--- config.mk ---
export PLATFORM = sky130hd
export DESIGN_NAME = piso_sr_tx_flat
export DESIGN_NICKNAME = d
export VERILOG_FILES = /design/src/rtl/piso_sr_tx_if.sv /design/src/rtl/piso_sr_tx.sv /design/src/flat_wrapper.sv
export SDC_FILE = /design/constraint.sdc
export NUM_CORES = 1
export LEC_CHECK = 0
export ABC_AREA = 1
export CORE_AREA = 2 2 73 75
export DETAILED_ROUTE_END_ITERATION = 7
export DIE_AREA = 0 0 75 77
export PLACE_DENSITY = 0.53
export SLEW_MARGIN = 30
export SYNTH_ARGS = -nofsm -noshare
export SYNTH_HDL_FRONTEND = slang
export SYNTH_SLANG_ARGS = --single-unit
--- constraint.sdc ---
create_clock -name CLK -period 2.4 [get_ports CLK]
set_input_delay 0.36 -clock CLK [delete_from_list [all_inputs] [get_ports CLK]]
set_output_delay 0.36 -clock CLK [all_outputs]
set_load 0.02 [all_outputs]
--- src/rtl/piso_sr_tx_if.sv ---
// Handshake and serial-link signals of the PISO transmitter, bundled for port use.
// master = word producer / link observer side, slave = transmitter side.
interface piso_sr_tx_if #(
  parameter int WIDTH = 16
);
  logic             tx_valid;
  logic [WIDTH-1:0] tx_data;
  logic             tx_ready;
  logic             done;
  logic             SC;
  logic             CS;
  logic             SIO;

  modport master (
    output tx_valid, tx_data,
    input  tx_ready, done, SC, CS, SIO
  );

  modport slave (
    input  tx_valid, tx_data,
    output tx_ready, done, SC, CS, SIO
  );
endinterface

--- src/rtl/piso_sr_tx.sv ---
// Serial link master transmitter: takes one word per valid/ready accept and emits it
// MSB-first on SIO under CS, with SC generated by dividing CLK by 2*CLK_DIV.
module piso_sr_tx #(
  parameter int WIDTH   = 16,
  parameter int CLK_DIV = 4
) (
  input  logic         CLK,
  input  logic         RESET_N,
  piso_sr_tx_if.slave  bus
);

  localparam int DW = (CLK_DIV > 1) ? $clog2(CLK_DIV) : 1;
  localparam int BW = $clog2(WIDTH);
  localparam logic [DW-1:0] DIV_LAST = DW'(CLK_DIV - 1);

  typedef enum logic [2:0] {
    S_IDLE,
    S_SETUP,
    S_HIGH,
    S_LOW,
    S_HOLD
  } state_t;

  state_t           r_state;
  logic [DW-1:0]    r_div_cnt;
  logic [BW-1:0]    r_bit_cnt;
  logic [WIDTH-2:0] r_shift;
  logic             r_sc;
  logic             r_cs;
  logic             r_sio;
  logic             r_done;

  logic             w_div_end;

  assign w_div_end    = (r_div_cnt == DIV_LAST);
  assign bus.tx_ready = (r_state == S_IDLE);
  assign bus.done     = r_done;
  assign bus.SC       = r_sc;
  assign bus.CS       = r_cs;
  assign bus.SIO      = r_sio;

  always_ff @(posedge CLK or negedge RESET_N) begin
    if (!RESET_N) begin
      r_state   <= S_IDLE;
      r_div_cnt <= '0;
      r_bit_cnt <= '0;
      r_shift   <= '0;
      r_sc      <= 1'b0;
      r_cs      <= 1'b1;
      r_sio     <= 1'b0;
      r_done    <= 1'b0;
    end else begin
      r_done <= 1'b0;
      if (r_state != S_IDLE) begin
        r_div_cnt <= w_div_end ? '0 : r_div_cnt + DW'(1);
      end
      case (r_state)
        S_IDLE: begin
          if (bus.tx_valid) begin
            // MSB goes straight to SIO; the shifter only holds the remaining bits
            r_shift   <= bus.tx_data[WIDTH-2:0];
            r_sio     <= bus.tx_data[WIDTH-1];
            r_cs      <= 1'b0;
            r_bit_cnt <= BW'(WIDTH - 1);
            r_div_cnt <= '0;
            r_state   <= S_SETUP;
          end
        end
        S_SETUP: begin
          if (w_div_end) begin
            r_sc    <= 1'b1;
            r_state <= S_HIGH;
          end
        end
        S_HIGH: begin
          if (w_div_end) begin
            r_sc    <= 1'b0;
            r_state <= (r_bit_cnt == '0) ? S_HOLD : S_LOW;
          end
        end
        S_LOW: begin
          if (w_div_end) begin
            r_sc      <= 1'b1;
            r_sio     <= r_shift[WIDTH-2];
            r_shift   <= r_shift << 1;
            r_bit_cnt <= r_bit_cnt - BW'(1);
            r_state   <= S_HIGH;
          end
        end
        S_HOLD: begin
          if (w_div_end) begin
            r_cs    <= 1'b1;
            r_sio   <= 1'b0;
            r_done  <= 1'b1;
            r_state <= S_IDLE;
          end
        end
        default: r_state <= S_IDLE;
      endcase
    end
  end

endmodule

--- src/flat_wrapper.sv ---
// flat-port wrapper written by rule: the top's interface ports become plain ports
module piso_sr_tx_flat 
#(
  parameter int WIDTH   = 16,
  parameter int CLK_DIV = 4
)
  (CLK, RESET_N, bus_tx_valid, bus_tx_data, bus_tx_ready, bus_done, bus_SC, bus_CS, bus_SIO);
  piso_sr_tx_if #(.WIDTH(WIDTH)) bus_i ();
  input  logic CLK;
  input  logic RESET_N;
  input wire logic [$bits(bus_i.tx_valid)-1:0] bus_tx_valid;
  input wire logic [$bits(bus_i.tx_data)-1:0] bus_tx_data;
  output wire logic [$bits(bus_i.tx_ready)-1:0] bus_tx_ready;
  output wire logic [$bits(bus_i.done)-1:0] bus_done;
  output wire logic [$bits(bus_i.SC)-1:0] bus_SC;
  output wire logic [$bits(bus_i.CS)-1:0] bus_CS;
  output wire logic [$bits(bus_i.SIO)-1:0] bus_SIO;
  assign bus_i.tx_valid = bus_tx_valid;
  assign bus_i.tx_data = bus_tx_data;
  assign bus_tx_ready = bus_i.tx_ready;
  assign bus_done = bus_i.done;
  assign bus_SC = bus_i.SC;
  assign bus_CS = bus_i.CS;
  assign bus_SIO = bus_i.SIO;
  piso_sr_tx #(.WIDTH(WIDTH), .CLK_DIV(CLK_DIV)) u_core (.CLK(CLK), .RESET_N(RESET_N), .bus(bus_i));
endmodule
; ---- Word-level counts from Yosys, hierarchy flattened
; Cells that the tools add are included.
[word_totals]
output_inout_bits = 5
input_bits = 19
wordCells = 59
ff_bits = 28
[classes]
addsub = 2
n_mux = 26
n_eq_ne = 10
n_reduce_logical = 13
[ops]
columns = op, count
row1 = 15-bit 2-to-1 mux, 2
row2 = 15-bit case mux with 2 select lines, 1
row3 = 3-bit 2-to-1 mux, 5
row4 = 3-bit case mux with 4 select lines, 1
row5 = 3-bit AND reduction, 3
row6 = 2-bit 2-to-1 mux, 4
row7 = 4-bit 2-to-1 mux, 2
row8 = "2-bit by 1-bit != test with 1-bit output, second input constant", 4
row9 = 4-bit case mux with 2 select lines, 1
row10 = 4-bit AND reduction, 2
row11 = 1-bit 2-to-1 mux, 7
row12 = "3-bit by 2-bit == test with 1-bit output, second input constant", 2
row13 = 2-bit nonzero test, 3
row14 = 3-bit nonzero test, 2
row15 = 4-bit zero test, 1
row16 = 1-bit case mux with 2 select lines, 2
row17 = "4-bit by 1-bit subtractor with 4-bit output, second input constant", 1
row18 = "3-bit by 1-bit == test with 1-bit output, second input constant", 1
row19 = "3-bit == test, second input constant", 1
row20 = 3-bit zero test, 1
row21 = 1-bit case mux with 3 select lines, 1
row22 = "2-bit by 1-bit adder with 2-bit output, second input constant", 1
row23 = "2-bit == test, second input constant", 1
row24 = "2-bit != test, second input constant", 1
row25 = 2-bit OR reduction, 1

; ---- Longest topological paths before layout
[depth]
ltp_word = 5
ltp_mapped = 9
mapped_depth_nobuf = 8

; ---- Least setup slack after synthesis
; OpenSTA, ideal clock, no wires.
[synth_path]
path_kind = register to register
start = reg u_core.r_state[1]
end = reg u_core.r_bit_cnt[3]
n_path_buf = 2
stages_incl_launch_ff = 9
t_required_ps = 2284
synth_period_minus_slack_ps = 1326
setup_ps = 116
slack_ps = 1074
arrival_time_ps = 1210
path_cell_list = dfrtp_1 buf_2 nor2_1 nand3_1 nand3_2 inv_2 buf_4 nand2_1 nand2_1
[synth_via]
elab_chain_cells = 3
elab_cells_between_ends = 7
classes_between = eq/ne (3) / mux (1) / reduce/logical (3)
[synth_lines]
columns = element, line_no
row1 = start: declaration, piso_sr_tx.sv:24  ; state_t r_state;
row2 = start signal: assignment, piso_sr_tx.sv:78  ; r_state <= (r_bit_cnt == '0) ? S_HOLD : S_LOW;
row3 = 3-bit by 2-bit == test with 1-bit output / 3-bit zero test (equally long branches), piso_sr_tx.sv:57  ; case (r_state)
row4 = "2-bit by 1-bit != test with 1-bit output (no line), or another cell as far along", --
row5 = 3-bit AND reduction (no line), --
row6 = end signal: assignment, piso_sr_tx.sv:64  ; r_bit_cnt <= BW'(WIDTH - 1);
row7 = end signal: assignment, piso_sr_tx.sv:86  ; r_bit_cnt <= r_bit_cnt - BW'(1);
row8 = end: declaration, piso_sr_tx.sv:26  ; logic [BW-1:0] r_bit_cnt;
; Several ways; a longest one is shown, not always the timed one.
; A chain may end at the register's enable or synchronous reset.

; ---- Worst setup path in the final report
[layout_path]
start = reg u_core.r_state[0]
end = out bus_tx_ready
[layout_via]
elab_chain_cells = 1
[layout_lines]
columns = element, line_no
row1 = 3-bit zero test, piso_sr_tx.sv:36  ; assign bus.tx_ready = (r_state == S_IDLE);
row2 = end: declaration, flat_wrapper.sv:13  ; output wire logic [$bits(bus_i.tx_ready)-1:0] bus_tx_ready;
; No other way between the ends.

==> results.txt <==
The headroom to the max-slew limit came out at 75.6%. The overall global routing resource usage is roughly an eighth. The number of pins with negative max-slew slack in the final report is 0.

The slack of the worst reg-to-reg path is just over 0.8 ns. The number of standard-cell rows in the floorplan is 26. The total global routing overflow came out at 0.

The synthesized-area fraction occupied by and/or/nand/nor cells is roughly 38%. For the pin with the worst max-slew slack, the measured transition is 0.366 ns. The instance count of the mapped netlist came out at 206. The xor-xnor portion of the synthesized cell area is 0%. The final period demand of the worst path is around 2.1 ns. The final routed wire length divided by cell count is 10.2 um. The cell sitting at the root of the clock tree is a sky130_fd_sc_hd__clkbuf_8. The area of the core came out at 0.00498 mm2. In the layout the commonest cells are sky130_fd_sc_hd__nand2_1 (120), sky130_fd_sc_hd__dfrtp_1 (27), sky130_fd_sc_hd__clkdlybuf4s50_1 (23). Summed over all instances, the cell type with the most area after synthesis is sky130_fd_sc_hd__dfrtp_1. The completed layout was analyzed and its total power is 2.31 mW. The total internal power came out at 1.32 mW. The first routing iteration left 71 violations. The number of maximum-capacitance constraint violations came out at 0. The via count of the first global-routing pass is between 1000 and 1500.

For the worst-skew pair, the clock arrives at the later sink with an insertion delay of 0.28 ns. The weighted congestion reported at the end of routability-driven placement is 0.868. The clock slew seen by the registers of the worst setup and hold paths is 0.10 ns. The post-route antenna net violation count is 0. The number of nets produced by synthesis is 227. The largest fanout on the critical path came out at 6. After clock tree synthesis, the flow added hold-fix buffers numbering 0. The timing-limited maximum frequency came out at between 0.4 and 0.5 GHz.

The critical path is of the reg2out type. The proportion of total power due to net switching came out at a little over two fifths. The power density normalized to cell area is 1260 mW/mm2. The critical path launch point type is a flip-flop. The number of buffers inserted to repair setup after CTS is 0. The total I/O pin count is 24.

The floorplan die area is just under 0.006 mm2. The first detailed-routing pass ran for 4 iterations. The post-route clock period utilization came out at just under 90%. For this run, the register share of the synthesized area comes to approximately half. Setup repair after global routing left no endpoint under its margin.

The routed wire length came out at a little over 3000 um. The total number of vias came out at between 1000 and 1500. The clock net sink count is 28. The largest net degree at the start of global routing is 29. Compared with the post-synthesis result, the final layout area differs by 26.4%. The routed via count divided by cell count is 4.29. The fraction of synthesized cell area taken by the top area cell type is 46.4%.

The share of synthesized area spent on multiplexers is 0%. The worst-case IR drop observed on VDD is approximately 0.00036 V. The number of synthesized register bits came out at 28.

In this run the cell area of the synthesized design comes to 0.00146 mm2. Data arrives at the worst endpoint at around 1.8 ns. The net switching power came out at 0.997 mW.

Buffers inserted during clock tree synthesis total 3. The compound-gate portion of the synthesized area is 5.33%. The worst-case clock skew is 0.00140 ns. The port buffer count is 23. The count of H-tree levels built during CTS came out at 1. The clock share of power came out at 16.4%. The count of cell types in the netlist came out at 18. The path class of the tightest hold or removal check is in2async. The leakage component of the power is 0.996 nW. The first global-routing pass estimated between 5000 and 6000 um of wire. A synthesized cell averages 7.06 um2. TritonCTS built the clock tree. The longest clock path from root to sink contains 2 buffers. The number of resized instances in the post-cts repair step is 0.

By area, the combinational part of the netlist is dominated by simple AND/OR/NAND/NOR gates. The number of nets in the layout came out at 253. The remaining design rule violation count came out at 0.

0 antenna diodes ended up in the layout. The flow ran to the end, and the final reports show no timing, DRC or antenna violations. The relative contribution of sequential cells to total power came out at 35.2%.

The Yosys warning count is 0. The power share of the combinational group came out at 48.4%. The data required time at the worst endpoint is 2.04 ns. The post-route setup TNS is 0 ns.

The half-perimeter wire length after placement came out at 2110 um. The fraction of layout cells with a size suffix above 1 came out at 6.49%. The number of antenna violations at the first check in global routing came out at 0. The adder-cell share of the synthesized area came out at 1.72%. By area the synthesized netlist is led by sky130_fd_sc_hd__dfrtp_1 (46%), sky130_fd_sc_hd__nand2_1 (31%), sky130_fd_sc_hd__inv_1 (3.4%).

From bottom edge to top edge, the die measures 77 um. The initial cell density of the core is between 20% and 30%. The total setup violations reported at the end of the flow is 0.

The die extent in x is 75 um. The most common cell after layout, fill and taps aside is sky130_fd_sc_hd__nand2_1. The number of endpoints with negative hold slack in the final report came to 0. The worst setup path is captured at an output pin.
power by group through the flow:
stage | Combinational [mW] | Sequential (mW) | Clock [mW]
after floorplan | 0.858 | 0.803 | 0
after global placement | 1.13 | 0.817 | 0
after detailed placement | 1.13 | 0.818 | 0
after CTS | 1.14 | 0.812 | 0.389
after global routing | 1.32 | 0.841 | 0.410
final | 1.12 | 0.813 | 0.380
layer usage:
layer	up-vias	track usage [%]	part of all wire [%]
li1	680	-	-
met1	575	16.6	48
met2	30	19.1	47
met3	5	1.97	3.3
met4	0	4.29	1.7
met5	-	0	0
cells by family after synthesis:
kind of cell             Yosys count
buffers and inverters             21
AO/OA/AOI/OAI                     15
AND/OR/NAND/NOR                  140
adder cells (fa/ha/maj)            2
flip-flops                        28
path summary, 6_finish.rpt:
kind,from,end,cells after the start
min in group CLK,u_core.bus.CS,u_core.bus.CS,2
hold reg to reg,u_core.bus.CS,u_core.bus.CS,2
hold / removal,RESET_N,u_core.bus.SC,2
setup / recovery,u_core.r_state[0],bus_tx_ready,4
max in group asynchronous,RESET_N,u_core.bus.CS,2
setup reg to reg,u_core.r_div_cnt[0],u_core.r_shift[0],7
worst max-delay path, stage by stage, from the launching register on:
cell                              delay, ns
sky130_fd_sc_hd__dfrtp_1               0.45
sky130_fd_sc_hd__nor2_1                0.19
sky130_fd_sc_hd__nand2_1               0.13
sky130_fd_sc_hd__inv_1                 0.09
sky130_fd_sc_hd__clkdlybuf4s50_1       0.60
cell usage after synthesis:
cell                      number
sky130_fd_sc_hd__a21oi_1       3
sky130_fd_sc_hd__buf_2         4
sky130_fd_sc_hd__buf_4         2
sky130_fd_sc_hd__dfrtp_1      27
sky130_fd_sc_hd__dfstp_2       1
sky130_fd_sc_hd__ha_1          2
sky130_fd_sc_hd__inv_1        13
sky130_fd_sc_hd__inv_2         2
sky130_fd_sc_hd__nand2_1     120
sky130_fd_sc_hd__nand3_1       7
sky130_fd_sc_hd__nand3_2       2
sky130_fd_sc_hd__nand4_1       1
sky130_fd_sc_hd__nor2_1        8
sky130_fd_sc_hd__nor2_4        1
sky130_fd_sc_hd__o21a_1        1
sky130_fd_sc_hd__o21ai_0       8
sky130_fd_sc_hd__o21ai_1       3
sky130_fd_sc_hd__or2_2         1
final cells by class:
class                           instances  area (um2)
Fill cell                             529        3140
Sequential cell                        28         702
Multi-Input combinational cell        157         662
Timing Repair Buffer                   27         260
Tap cell                               70        87.6
Inverter                               15        56.3
Clock buffer                            3        41.3
Clock inverter                          1        30.0
through the flow:
| stage | util [%] | instances | cell area, um2 | hold WS [ns] | worst slack [ns] |
|---|---|---|---|---|---|
| CTS | 37.0 | 301 | 1840 | 0.470 | 0.291 |
| global placement | 35.5 | 297 | 1770 | 0.463 | 0.633 |
| floorplan | - | 206 | 1460 | 0.0644 | 1.07 |
| global route | 37.0 | 301 | 1840 | 0.487 | 0.165 |
| finish | 37.0 | 301 | 1840 | 0.449 | 0.290 |
| detailed placement | 35.5 | 297 | 1770 | 0.465 | 0.611 |
registers in the layout (all words and copies together), names as in the netlist:
name              count
u_core.r_div_cnt      2
u_core.r_shift       15
u_core.bus.CS         1
u_core.bus.SC         1
u_core.bus.done       1
u_core.bus.SIO        1
u_core.r_bit_cnt      4
u_core.r_state        3
Power figures use the tool's default switching activity.
